### src/rtl/data_trans_fifo_mod_p_if.sv
// ---------------------------------------------------------------------------
// data_trans_fifo_mod_p_if
// Groups the word-input handshake and the symbol-output stream of
// data_trans_fifo_mod_p.
//   start     : pulse, arms the SOF tag for the next accepted word
//   wr_valid  : input word valid
//   wr_data   : input word (DATA_W bits)
//   wr_last   : EOF tag for wr_data
//   wr_ready  : word can be accepted this cycle
//   dmod      : current output symbol (SYM_W bits)
//   mod_en    : dmod valid
//   sof / eof : first symbol of an SOF word / last symbol of an EOF word
// master = word source and symbol sink, slave = the FIFO/modulator.
// ---------------------------------------------------------------------------
interface data_trans_fifo_mod_p_if #(
    parameter int DATA_W = 8,
    parameter int SYM_W  = 4
);
    logic              start;
    logic              wr_valid;
    logic [DATA_W-1:0] wr_data;
    logic              wr_last;
    logic              wr_ready;
    logic [SYM_W-1:0]  dmod;
    logic              mod_en;
    logic              sof;
    logic              eof;

    modport master (
        output start, wr_valid, wr_data, wr_last,
        input  wr_ready, dmod, mod_en, sof, eof
    );

    modport slave (
        input  start, wr_valid, wr_data, wr_last,
        output wr_ready, dmod, mod_en, sof, eof
    );
endinterface

### src/rtl/data_trans_fifo_mod_p.sv
// ---------------------------------------------------------------------------
// data_trans_fifo_mod_p
// Buffers DATA_W-bit words (tagged SOF/EOF) in a DEPTH-entry first-word-
// fall-through FIFO and serialises each word MSB-first into SYM_W-bit
// symbols, each held HOLD clocks on dmod. Optional Gray mapping of symbols.
// Ports:
//   clk, reset   : clock, asynchronous active-high reset
//   bus          : word handshake in / symbol stream out (slave modport)
//   gray_en      : 1 = Gray-map symbols (sampled at each symbol boundary)
//   clr_flags    : clears overflow/underrun (a same-cycle set wins)
//   full         : level == DEPTH
//   almost_full  : level >= AF_LEVEL
//   level        : FIFO occupancy
//   overflow     : sticky, a write was attempted while full
//   underrun     : sticky, stream ran dry after a word without EOF tag
// ---------------------------------------------------------------------------
module data_trans_fifo_mod_p #(
    parameter int DATA_W   = 8,
    parameter int DEPTH    = 64,
    parameter int SYM_W    = 4,
    parameter int HOLD     = 4,
    parameter int AF_LEVEL = 60
) (
    input  logic                      clk,
    input  logic                      reset,
    data_trans_fifo_mod_p_if.slave    bus,
    input  logic                      gray_en,
    input  logic                      clr_flags,
    output logic                      full,
    output logic                      almost_full,
    output logic [$clog2(DEPTH):0]    level,
    output logic                      overflow,
    output logic                      underrun
);

    localparam int AW    = $clog2(DEPTH);
    localparam int LVL_W = AW + 1;
    localparam int NSYM  = DATA_W / SYM_W;
    localparam int SC_W  = (NSYM > 1) ? $clog2(NSYM) : 1;
    localparam int HC_W  = (HOLD > 1) ? $clog2(HOLD) : 1;
    localparam int ENT_W = DATA_W + 2;

    typedef enum logic {IDLE, SHIFT} state_t;

    function automatic logic [SYM_W-1:0] map_sym(input logic [SYM_W-1:0] bin,
                                                 input logic g);
        return g ? (bin ^ (bin >> 1)) : bin;
    endfunction

    // FIFO storage and pointers
    logic [ENT_W-1:0]  mem [DEPTH];
    logic [AW-1:0]     wr_ptr;
    logic [AW-1:0]     rd_ptr;
    logic              empty;
    logic              push;
    logic              pop;
    logic              armed;
    logic              sof_tag;
    logic [ENT_W-1:0]  head;
    logic              head_sof;
    logic              head_eof;
    logic [DATA_W-1:0] head_data;

    // Modulator state
    state_t            state;
    logic [DATA_W-1:0] sh_reg;
    logic [DATA_W-1:0] sh_next;
    logic [SC_W-1:0]   sym_cnt;
    logic [HC_W-1:0]   hold_cnt;
    logic              cur_eof;
    logic              hold_end;
    logic              last_sym;
    logic              word_end;
    logic              load;
    logic              step;
    logic [SYM_W-1:0]  dmod_q;
    logic              mod_en_q;
    logic              sof_q;
    logic              eof_q;

    assign empty       = (level == '0);
    assign full        = (level == LVL_W'(DEPTH));
    assign almost_full = (level >= LVL_W'(AF_LEVEL));
    assign push        = bus.wr_valid & ~full;
    assign sof_tag     = bus.start | armed;

    assign head      = mem[rd_ptr];
    assign head_sof  = head[ENT_W-1];
    assign head_eof  = head[ENT_W-2];
    assign head_data = head[DATA_W-1:0];

    assign sh_next  = sh_reg << SYM_W;
    assign hold_end = (hold_cnt == HC_W'(HOLD - 1));
    assign last_sym = (sym_cnt == SC_W'(NSYM - 1));
    assign word_end = (state == SHIFT) && hold_end && last_sym;
    // A new word is taken either from idle or on the final hold cycle of the
    // current word, which keeps back-to-back words gapless.
    assign load     = ~empty && ((state == IDLE) || word_end);
    assign step     = (state == SHIFT) && hold_end && ~last_sym;
    assign pop      = load;

    assign bus.wr_ready = ~full;
    assign bus.dmod     = dmod_q;
    assign bus.mod_en   = mod_en_q;
    assign bus.sof      = sof_q;
    assign bus.eof      = eof_q;

    // FIFO write port (data only, no reset)
    always_ff @(posedge clk) begin
        if (push) begin
            mem[wr_ptr] <= {sof_tag, bus.wr_last, bus.wr_data};
        end
    end

    // Shift register (data only, no reset)
    always_ff @(posedge clk) begin
        if (load) begin
            sh_reg <= head_data;
        end else if (step) begin
            sh_reg <= sh_next;
        end
    end

    // Control: FIFO pointers/level, SOF arm, FSM, registered outputs, flags
    always_ff @(posedge clk or posedge reset) begin
        if (reset) begin
            wr_ptr   <= '0;
            rd_ptr   <= '0;
            level    <= '0;
            armed    <= 1'b0;
            state    <= IDLE;
            sym_cnt  <= '0;
            hold_cnt <= '0;
            cur_eof  <= 1'b0;
            dmod_q   <= '0;
            mod_en_q <= 1'b0;
            sof_q    <= 1'b0;
            eof_q    <= 1'b0;
            overflow <= 1'b0;
            underrun <= 1'b0;
        end else begin
            if (push) begin
                wr_ptr <= wr_ptr + AW'(1);
            end
            if (pop) begin
                rd_ptr <= rd_ptr + AW'(1);
            end
            case ({push, pop})
                2'b10:   level <= level + LVL_W'(1);
                2'b01:   level <= level - LVL_W'(1);
                default: ;
            endcase

            // Repeated start pulses only re-arm; acceptance consumes the arm.
            if (push) begin
                armed <= 1'b0;
            end else if (bus.start) begin
                armed <= 1'b1;
            end

            if (load) begin
                state    <= SHIFT;
                sym_cnt  <= '0;
                hold_cnt <= '0;
                cur_eof  <= head_eof;
                mod_en_q <= 1'b1;
                dmod_q   <= map_sym(head_data[DATA_W-1 -: SYM_W], gray_en);
                sof_q    <= head_sof;
                eof_q    <= head_eof && (NSYM == 1);
            end else if (word_end) begin
                state    <= IDLE;
                mod_en_q <= 1'b0;
                dmod_q   <= '0;
                sof_q    <= 1'b0;
                eof_q    <= 1'b0;
            end else if (step) begin
                sym_cnt  <= sym_cnt + SC_W'(1);
                hold_cnt <= '0;
                dmod_q   <= map_sym(sh_next[DATA_W-1 -: SYM_W], gray_en);
                sof_q    <= 1'b0;
                eof_q    <= cur_eof && (int'(sym_cnt) == NSYM - 2);
            end else if (state == SHIFT) begin
                hold_cnt <= hold_cnt + HC_W'(1);
            end

            // Sticky flags: a set in the same cycle overrides clr_flags.
            if (bus.wr_valid && full) begin
                overflow <= 1'b1;
            end else if (clr_flags) begin
                overflow <= 1'b0;
            end

            if (word_end && !load && !cur_eof) begin
                underrun <= 1'b1;
            end else if (clr_flags) begin
                underrun <= 1'b0;
            end
        end
    end

endmodule

### src/flat_wrapper.sv
// flat-port wrapper written by rule: the top's interface ports become plain ports
module data_trans_fifo_mod_p_flat 
#(
    parameter int DATA_W   = 8,
    parameter int DEPTH    = 64,
    parameter int SYM_W    = 4,
    parameter int HOLD     = 4,
    parameter int AF_LEVEL = 60
)
  (clk, reset, gray_en, clr_flags, full, almost_full, level, overflow, underrun, bus_start, bus_wr_valid, bus_wr_data, bus_wr_last, bus_wr_ready, bus_dmod, bus_mod_en, bus_sof, bus_eof);
  data_trans_fifo_mod_p_if #(.DATA_W(DATA_W), .SYM_W(SYM_W)) bus_i ();
  input  logic clk;
  input  logic reset;
  input  logic gray_en;
  input  logic clr_flags;
  output logic full;
  output logic almost_full;
  output logic [$clog2(DEPTH):0] level;
  output logic overflow;
  output logic underrun;
  input wire logic [$bits(bus_i.start)-1:0] bus_start;
  input wire logic [$bits(bus_i.wr_valid)-1:0] bus_wr_valid;
  input wire logic [$bits(bus_i.wr_data)-1:0] bus_wr_data;
  input wire logic [$bits(bus_i.wr_last)-1:0] bus_wr_last;
  output wire logic [$bits(bus_i.wr_ready)-1:0] bus_wr_ready;
  output wire logic [$bits(bus_i.dmod)-1:0] bus_dmod;
  output wire logic [$bits(bus_i.mod_en)-1:0] bus_mod_en;
  output wire logic [$bits(bus_i.sof)-1:0] bus_sof;
  output wire logic [$bits(bus_i.eof)-1:0] bus_eof;
  assign bus_i.start = bus_start;
  assign bus_i.wr_valid = bus_wr_valid;
  assign bus_i.wr_data = bus_wr_data;
  assign bus_i.wr_last = bus_wr_last;
  assign bus_wr_ready = bus_i.wr_ready;
  assign bus_dmod = bus_i.dmod;
  assign bus_mod_en = bus_i.mod_en;
  assign bus_sof = bus_i.sof;
  assign bus_eof = bus_i.eof;
  data_trans_fifo_mod_p #(.DATA_W(DATA_W), .DEPTH(DEPTH), .SYM_W(SYM_W), .HOLD(HOLD), .AF_LEVEL(AF_LEVEL)) u_core (.clk(clk), .reset(reset), .bus(bus_i), .gray_en(gray_en), .clr_flags(clr_flags), .full(full), .almost_full(almost_full), .level(level), .overflow(overflow), .underrun(underrun));
endmodule
### config.mk
export PLATFORM = sky130hd
export DESIGN_NAME = data_trans_fifo_mod_p_flat
export DESIGN_NICKNAME = d
export VERILOG_FILES = /design/src/rtl/data_trans_fifo_mod_p_if.sv /design/src/rtl/data_trans_fifo_mod_p.sv /design/src/flat_wrapper.sv
export SDC_FILE = /design/constraint.sdc
export NUM_CORES = 1
export LEC_CHECK = 0
export CAP_MARGIN = 10
export CORE_UTILIZATION = 27
export CTS_BUF_LIST = sky130_fd_sc_hd__clkbuf_2 sky130_fd_sc_hd__clkbuf_4 sky130_fd_sc_hd__clkbuf_8
export DETAILED_ROUTE_END_ITERATION = 6
export GPL_TIMING_DRIVEN = 0
export HOLD_SLACK_MARGIN = 0.02
export SYNTH_ARGS = -nofsm -noshare
export SYNTH_HDL_FRONTEND = slang
export SYNTH_SLANG_ARGS = --single-unit
### constraint.sdc
create_clock -name clk -period 10.5 [get_ports clk]
set_clock_uncertainty 0.05 [all_clocks]
set_input_delay 2.1 -clock clk [delete_from_list [all_inputs] [get_ports clk]]
set_output_delay 2.1 -clock clk [all_outputs]
set_load 0.02 [all_outputs]
### Word level (Yosys, flattened, before mapping)

Memory sizes are Yosys's and may differ from the RTL's.
Cells that the tools add are included.

| operators by class | value |
|---|---|
| $add $sub $neg | 6 |
| reduce and logical (&&, ||, !) cells | 22 |
| magnitude comparators | 1 |
| bitwise logic cells | 9 |
| mux-type cells | 30 |
| equality and inequality tests | 5 |

Operators with widths:

| operator | number |
|---|---|
| 4-bit 2-to-1 mux | 7 |
| 1-bit 2-to-1 mux | 18 |
| 7-bit one-hot mux with 2 select lines | 1 |
| 6-bit by 1-bit adder with 6-bit output, second input constant | 2 |
| 2-bit nonzero test | 6 |
| 1-bit logical AND | 8 |
| 2-bit 2-to-1 mux | 4 |
| 4-bit by 3-bit bitwise XOR with 4-bit output | 2 |
| 7-bit by 1-bit adder with 7-bit output, second input constant | 1 |
| 7-bit == test, second input constant | 1 |
| 7-bit by 6-bit >= comparator with 1-bit output, second input constant | 1 |
| 7-bit zero test | 1 |
| 7-bit by 1-bit subtractor with 7-bit output, second input constant | 1 |
| 3-bit nonzero test | 2 |
| 1-bit NOT | 5 |
| 2-bit == test, second input constant | 2 |
| 2-bit AND reduction | 2 |
| 2-bit by 1-bit adder with 2-bit output, second input constant | 1 |
| 2-bit by 1-bit == test with 1-bit output, second input constant | 1 |
| 1-bit zero test | 2 |
| 2-bit inequality test, second input constant | 1 |
| 1-bit adder, second input constant | 1 |
| 1-bit bitwise AND | 1 |
| 1-bit logical OR | 1 |
| 1-bit bitwise OR | 1 |

| storage, ports and cells | value |
|---|---|
| memory bits (writable) | 640 |
| memories kept | 1 |
| register bits after elaboration | 37 |
| logic and storage cells | 88 |
| output and inout bits | 19 |

Memories:

| name | depth | bits a word | rd ports | clocked after Yosys merged registers in | wr ports | line | RTL |
|---|---|---|---|---|---|---|---|
| u_core.mem | 64 | 10 | 1 | 0 | 1 | data_trans_fifo_mod_p.sv:51 | `logic [ENT_W-1:0] mem [DEPTH];` |

### Depth between registers and ports, before layout

Gate-level depths: netlist of the first run.

| depth | value |
|---|---|
| depth in word-level cells | 9 |
| gate-level depth with buffers | 18 |
| depth with buffers taken out | 15 |

### Worst setup path after synthesis of the first run

No wires, ideal clock.

| path | value |
|---|---|
| kind | input port to flip-flop |
| start | input port bus_wr_valid |
| end | register u_core.level[6] |
| stages on the path | 14 |
| path buffers | 1 |
| setup slack | 6142 ps |
| data required time | 10327 ps |
| data arrival time | 4186 ps |
| library setup time | 123 ps |
| cells stage by stage | inv_1 a31oi_1 inv_2 ha_1 clkbuf_1 xor2_1 ha_1 nor3_1 a21oi_1 o22ai_1 a21oi_1 a2bb2oi_1 a31oi_1 xnor2_1 |

| between the ends | value |
|---|---|
| cells in the longest elaborated chain, start to end | 3 |

Ends and longest elaborated chain:

| item | line | RTL |
|---|---|---|
| from (decl) | flat_wrapper.sv:22 | `input wire logic [$bits(bus_i.wr_valid)-1:0] bus_wr_valid;` |
| 1-bit bitwise AND * | data_trans_fifo_mod_p.sv:84 | `assign push = bus.wr_valid & ~full;` |
| 2-bit by 1-bit == test with 1-bit output / 2-bit == test (equally long branches) | data_trans_fifo_mod_p.sv:148 | `case ({push, pop})` |
| 7-bit one-hot mux with 2 select lines / 2-bit nonzero test (equally long branches) | n/a |  |
| to (signal assigned) | data_trans_fifo_mod_p.sv:149 | `2'b10: level <= level + LVL_W'(1);` |
| to (signal assigned) | data_trans_fifo_mod_p.sv:150 | `2'b01: level <= level - LVL_W'(1);` |
| to (decl) | data_trans_fifo_mod_p.sv:31 | `output logic [$clog2(DEPTH):0] level,` |

Mark *: on every way between the ends. The rest lies on a longest branch, timed or not.
A chain may end at the register's enable or synchronous reset.

### Worst setup path in the final report of the first run

| path | value |
|---|---|
| start | input port bus_wr_valid |
| end | memory u_core.mem[43][3] (netlist bit), enable pin |

| between the ends | value |
|---|---|
| cells in the longest elaborated chain, start to end | 3 |

Ends and longest elaborated chain:

| item | line | RTL |
|---|---|---|
| 1-bit bitwise AND | data_trans_fifo_mod_p.sv:84 |  |
| 1-bit 2-to-1 mux | data_trans_fifo_mod_p.sv:110 | `if (push) begin` |
| 1-bit 2-to-1 mux (implied by the code) | data_trans_fifo_mod_p.sv:111 | `mem[wr_ptr] <= {sof_tag, bus.wr_last, bus.wr_data};` |
| to (decl) | data_trans_fifo_mod_p.sv:51 |  |

No other way between the ends.

==> results of run 1 <==
==> final timing paths <==
check                                      start                  to  slack, ns  depth (start not counted)
max in group asynchronous                  reset    u_core.rd_ptr[0]       8.07                          3
worst min register to register  u_core.sh_reg[3]  u_core.bus.dmod[3]       0.45                          2
worst max register to register   u_core.level[1]     u_core.level[6]       6.07                         18
worst max-delay path                bus_wr_valid   u_core.mem[43][3]       5.41                          7
worst min-delay path            u_core.sh_reg[3]  u_core.bus.dmod[3]       0.45                          2
min in group asynchronous                  reset     u_core.level[3]       1.78                          2
==> Yosys cell counts (all sizes together) <==
| master | n |
|---|---|
| o221ai | 12 |
| buf | 41 |
| a211oi | 3 |
| inv | 11 |
| a22o | 4 |
| clkbuf | 31 |
| nor3b | 2 |
| a221oi | 17 |
| or3 | 3 |
| or2 | 3 |
| nand3b | 3 |
| nor4b | 1 |
| nor2b | 5 |
| xor2 | 7 |
| edfxtp | 644 |
| a21oi | 18 |
| nand3 | 13 |
| xnor2 | 18 |
| a22oi | 4 |
| a31o | 1 |
| o22ai | 4 |
| nor3 | 4 |
| nand2b | 2 |
| nor2 | 80 |
| and3 | 1 |
| or3b | 3 |
| mux4 | 167 |
| a31oi | 3 |
| a32oi | 1 |
| a21o | 1 |
| o211ai | 3 |
| nand2 | 45 |
| dfrtp | 33 |
| a2bb2oi | 3 |
| mux2i | 50 |
| a2111oi | 1 |
| nand4b | 1 |
| ha | 5 |
| o21ai | 17 |
| and2 | 11 |
| mux2 | 1 |
| a41o | 1 |
| a21boi | 1 |
==> cell type report <==
| class | count | area, sq um |
|---|---|---|
| fillers | 9150 | 66300 |
| diodes | 2 | 5.00 |
| multi-input cells | 519 | 6010 |
| well taps | 1276 | 1600 |
| clock inverters | 42 | 290 |
| plain buffers | 72 | 360 |
| clock buffers | 148 | 1790 |
| repair buffers | 50 | 596 |
| flip-flops and latches | 677 | 20200 |
| inverters | 11 | 43.8 |
==> power breakdown <==
part           leakage [nW]  switching (mW)  internal [mW]
Combinational          2.35            1.50           1.02
Sequential             6.20          0.0656           3.10
Clock                  1.10            1.02           1.17
Total                  9.65            2.58           5.30
==> layer usage <==
layer  vias up  GRT usage (%)
li1       5621              -
met1      7161           18.7
met2       606           21.6
met3       121           3.69
met4        12           4.10
met5         -              0
==> cell families after synthesis <==
group	after synthesis
DFF	677
AOI/OAI and AO/OA	94
and+or+nand+nor	177
adders and majority gates	5
buffers and inverters	83
xor gates and xnor gates	25
muxes	218
==> worst max-delay path, delay by kind of cell <==
kind	cells	cell delay [ns]
buf+inv	3	0.80
simple gates	3	1.85
compound gates	1	0.58
==> impl_metrics.toml, run 1 <==
[critical_path]
worstPathArrival_ns = 5.35
timing.critical_path.slowest_cell_delay_ns = 1.08
timing.critical_path.cells = "clkdlybuf4s50_1 > inv_1 > a31oi_1 > inv_2 > nor2_1 > nand3_1 > nor2_1"
criticalPathCategory = "in2reg"
cp_common_cell = "nor2_1"
cp-end-kind = "flop"
path_max_fanout = 10
slowest_stage = "nor2_1"
critPathRequiredTime_ns = 10.76
critPathLaunchType = "input port"

[clock_network]
clkSinkCount = 677
cts_tree = "done"
cts_buffer_depth = 3
clock_pin_slew_on_the_worst_setup_and_hold_paths_ns = 0.06
cts.repair_timing.setup_buffer_count = 0
cts.root.buffer_cell = "clkbuf_8"
cts_inserted_buffers = 108
cts-resized-gates = 0
clk-insertion-delay-late_ns = 0.73
holdBufCountCts = 0
h-tree-depth = 3

[timing]
min_period_over_period_pct = 48.5
finalSetupTns_ns = 0
worstMarginPinSlew_ns = 1.28
finalHoldViolations = 0
post-route-worst-setup-slack_ns = 5.41
fmax_mhz = 196
worst_slew_margin_rel_pct = 14.2
finalCriticalPeriod_ns = 5.09
finalMaxSlewViolations = 0
worst_hold_slack_ns = 0.455
grt_setup_unrepaired = "false"
setup_violations = 0

[final_layout]
layout-drive-gt1-share_pct = 26.1
largest-register = "u_core.mem"
most-common-layout-cells = "edfxtp_1, mux4_2, clkbuf_8, nor2_1, mux2i_1"
final_common_cell = "edfxtp_1"
nNetsFinal = 1459
finish.cell_count_without_fillers = 2797
number_of_flip_flops_in_the_largest_register = 640
registers_with_the_most_flip_flops = "u_core.mem x640, u_core.level x7"
final_design_area_no_fill_sq_um = 30900
layout-area-overhead-vs-synth_pct = 16.1
core_occupancy_in_the_finished_layout_pct = 31.8

[die]
boundaryPins = 34
die_w_um = 316
fp.dieArea_sq_um = 99700
initial_core_util_pct = 27.4
rows = 114
core_area_sq_um = 97100
die_y_um = 316

[synth]
synth.mux.area_fraction_pct = 16.1
postSynthRegisterBits = 677
synth.lib_cells_used.distinct = 52
synth_compound_gate_area_share_pct = 2.49
area_share_of_xor_xnor_cells_in_the_synthesized_design_pct = 0.824
syn_area_sq_um = 26600
mappedNetlistNets = 1299
largest_family_of_logic_cells_by_synthesized_area = "multiplexers"
yosys_warnings = 0
synthDominantAreaCellType = "edfxtp_1"
synth-adder-area-share_pct = 0.235
synthesis.instances = 1279
netlist_top_cells_area = "edfxtp_1, mux4_2, dfrtp_1, mux2i_1, nor2_1"
yosysTopAreaCellShare_pct = 72.8
synth_sequential_area_ratio_pct = 75.9
postSynthAreaPerCell_sq_um = 20.8
post_synth_simple_gate_area_pct = 2.99

[place]
place_worst_setup_slack_ns = 4.72
dpl_cell_area_sq_um = 28700
placed_instance_count = 2600
port_buffers = 33
dp_hpwl_um = 44900
gpl.final_weighted_congestion = 0.924

[routing]
post_detailed_routing_wire_length_um = 68200
first_pass_iters = 5
ant_nets = 0
drcViolationCount = 0
wl_met2_um = 31800
m1WireLength_um = 28200
vias_per_cell = 4.83
wire_per_inst_um = 24.4
drt_first_iter_violations = 1755
met3WireLength_um = 6410
highest-signal-layer = "met5"
route.vias.total = 13521

[worst_hold_path]
hold_path_class = "reg2reg"

[global_route]
initial_antenna_violation_count = 8
groute.usage.overall_pct = 13.8
first_global_vias = 13691
grt_pass1_wl_um = 97600
pin_count_of_the_biggest_net_entering_global_routing = 66
overflow = 0

[run]
max_capacitance_violation_count = 0

[power_and_ir_drop]
vdd_drop_max_mv = 0.148
total_power_mw = 7.88
powerDensity_nw_per_um2 = 255
pleak_nw = 9.65

[outcome]
run_status = "finished clean"
Note: power is estimated with default switching activity, not from simulation.
==> run 2, diff against run 1 <==
- clock period: 10.5 -> 4.1 ns (I/O delays scaled with it)
==> impl_metrics.toml, run 2 (synthesis gave the netlist of run 1 again) <==
[outcome]
run_status = "complete, but fails checks"
failed_checks = "setup timing"

[clock_network]
cts_inserted_buffers = 108
h-tree-depth = 3
holdBufCountCts = 0
cts_buffer_depth = 3
cts.root.buffer_cell = "clkbuf_8"
clkSinkCount = 677
cts_tree = "done"
cts.repair_timing.setup_buffer_count = 0
clk-insertion-delay-late_ns = 0.73
clock_pin_slew_on_the_worst_setup_and_hold_paths_ns = 0.06

[die]
die_w_um = 316
die_y_um = 316
boundaryPins = 34
initial_core_util_pct = 27.4
core_area_sq_um = 97100
fp.dieArea_sq_um = 99700
rows = 114

[timing]
worst_slew_margin_rel_pct = 16.9
finalSetupTns_ns = -0.0495
finalHoldViolations = 0
finalMaxSlewViolations = 0
worstMarginPinSlew_ns = 1.25
min_period_over_period_pct = 100
post-route-worst-setup-slack_ns = -0.0113
fmax_mhz = 243
setup_violations = 7
finalCriticalPeriod_ns = 4.11
grt_setup_unrepaired = "true"

[critical_path]
critPathRequiredTime_ns = 4.36
critical_path.top_delay_family = "simple AND/OR/NAND/NOR gates"
rr_startpoint = "u_core.level[2]"
worstPathArrival_ns = 4.37
ff2ff_setup_slack_ns = -0.01
worst_setup_path_startpoint = "u_core.level[2]"
slowest_stage = "nor2_1"
cp_num_cells = 7
critPathBufInv = 2
path_max_fanout = 10
criticalPathCategory = "reg2reg"
setup.worst_path.end = "u_core.mem[43][3]"
worst_r2r_path_depth = 7
critPathLaunchType = "flop"
timing.critical_path.cells = "clkbuf_1 > nor3_1 > a31oi_1 > inv_2 > nor2_1 > nand3_1 > nor2_1"
cp_common_cell = "nor2_1"
cp-end-kind = "flop"
rr_endpoint = "u_core.mem[43][3]"
timing.critical_path.slowest_cell_delay_ns = 1.09

[final_layout]
nNetsFinal = 1457
layout.filler_cells = 9144
finish.cell_count_without_fillers = 2795
layout-area-overhead-vs-synth_pct = 16.2
largest-register = "u_core.mem"
layout-drive-gt1-share_pct = 27.0
final_design_area_no_fill_sq_um = 30900
registers_with_the_most_flip_flops = "u_core.mem x640, u_core.level x7"
final_common_cell = "edfxtp_1"
most-common-layout-cells = "edfxtp_1, mux4_2, clkbuf_8, nor2_1, mux2i_1"
number_of_flip_flops_in_the_largest_register = 640
core_occupancy_in_the_finished_layout_pct = 31.8

[global_route]
initial_antenna_violation_count = 8
global_route.usage.met1_pct = 18.7
groute.usage.overall_pct = 13.8
overflow = 0
grt.busiest_layer = "met2"
met3_usage_pct = 3.69
globalRouteMet2Util_pct = 21.6
first_global_vias = 13712
pin_count_of_the_biggest_net_entering_global_routing = 66
grt_pass1_wl_um = 97700

[routing]
vias_per_cell = 4.84
route.vias.total = 13517
drt_first_iter_violations = 1666
post_detailed_routing_wire_length_um = 68300
wire_per_inst_um = 24.5
ant_nets = 0
first_pass_iters = 5
drcViolationCount = 0

[worst_hold_path]
hold_path_class = "in2reg"
hold_start = "bus_wr_data[4]"

[place]
dpl_cell_area_sq_um = 28700
dp_hpwl_um = 44900
port_buffers = 33
gpl.final_weighted_congestion = 0.924
placed_instance_count = 2600

[power_and_ir_drop]
powerDensity_nw_per_um2 = 654
power_report.internal_total_mw = 13.6
sw_frac_of_total_pct = 32.8
switching_power_mw = 6.62
clkPwrFrac_pct = 27.8
seq_power_share_pct = 40.3
pleak_nw = 9.66
pwr-share-comb_pct = 31.9
vdd_drop_max_mv = 0.378

[run]
max_capacitance_violation_count = 0
[run 2: cell types whose count changed in the layout (fill, tap and decap cells not counted), sizes merged]
cell,before,now
buf,67,68
clkbuf,179,176
[run 2: worst reg2reg max path, delay by kind of cell (launching register included)]
kind                   cells  cell delay (ns)
AO/OA/AOI/OAI              1             0.67
buffers and inverters      2             0.60
flip-flops                 1             0.37
AND/OR/NAND/NOR            4             2.03
[run 2: how the worst min path moves through the flow]
stage | end | slack, ns | cells past startpoint
after floorplan | u_core.wr_ptr[2] | 0.41 | 1
after global placement | u_core.wr_ptr[2] | 0.42 | 1
after detailed placement | u_core.bus.dmod[3] | 0.44 | 2
after CTS | u_core.mem[62][4] | 0.31 | 1
after global routing | u_core.mem[62][4] | 0.33 | 1
final | u_core.mem[62][4] | 0.37 | 1
[run 2: power groups by stage]
stage	clock network [mW]	registers, mW	logic [mW]
finish	5.61	8.13	6.45
global route	5.99	8.16	6.73
CTS	5.70	8.12	6.44
detailed placement	0	8.26	6.42
global placement	0	8.25	6.34
floorplan	0	8.28	3.80
[run 2: layout make-up]
cell class,count,area (sq um),area share (%)
multi-input combinational,519,6050,19.6
antenna,2,5.00,0.0162
timing repair buffer,50,596,1.93
inverter,11,43.8,0.142
tap,1276,1600,5.17
sequential,677,20200,65.3
clock buffer,148,1790,5.78
buffer,70,355,1.15
clock inverter,42,290,0.940
[run 2: layer usage]
| metal | vias to the layer above | wire [um] |
|---|---|---|
| li1 | 5607 | - |
| met2 | 603 | 32000 |
| met3 | 115 | 6150 |
| met1 | 7180 | 28400 |
| met4 | 12 | 1700 |
| met5 | - | 73 |
[run 2: per-stage QoR]
step | power [mW] | setup slack, ns | hold WS [ns]
after detailed placement | 14.7 | -0.398 | 0.441
final | 20.2 | -0.0113 | 0.369
after global routing | 20.9 | -0.121 | 0.334
after CTS | 20.3 | 0.0137 | 0.311
after floorplan | 12.1 | 0.334 | 0.409
after global placement | 14.6 | -0.370 | 0.425
[run 2: repair_timing]
item	CTS	global route
setup endpoints to repair	2	89
gates resized for setup	4	12
pin swaps	0	1
gates cloned	0	0
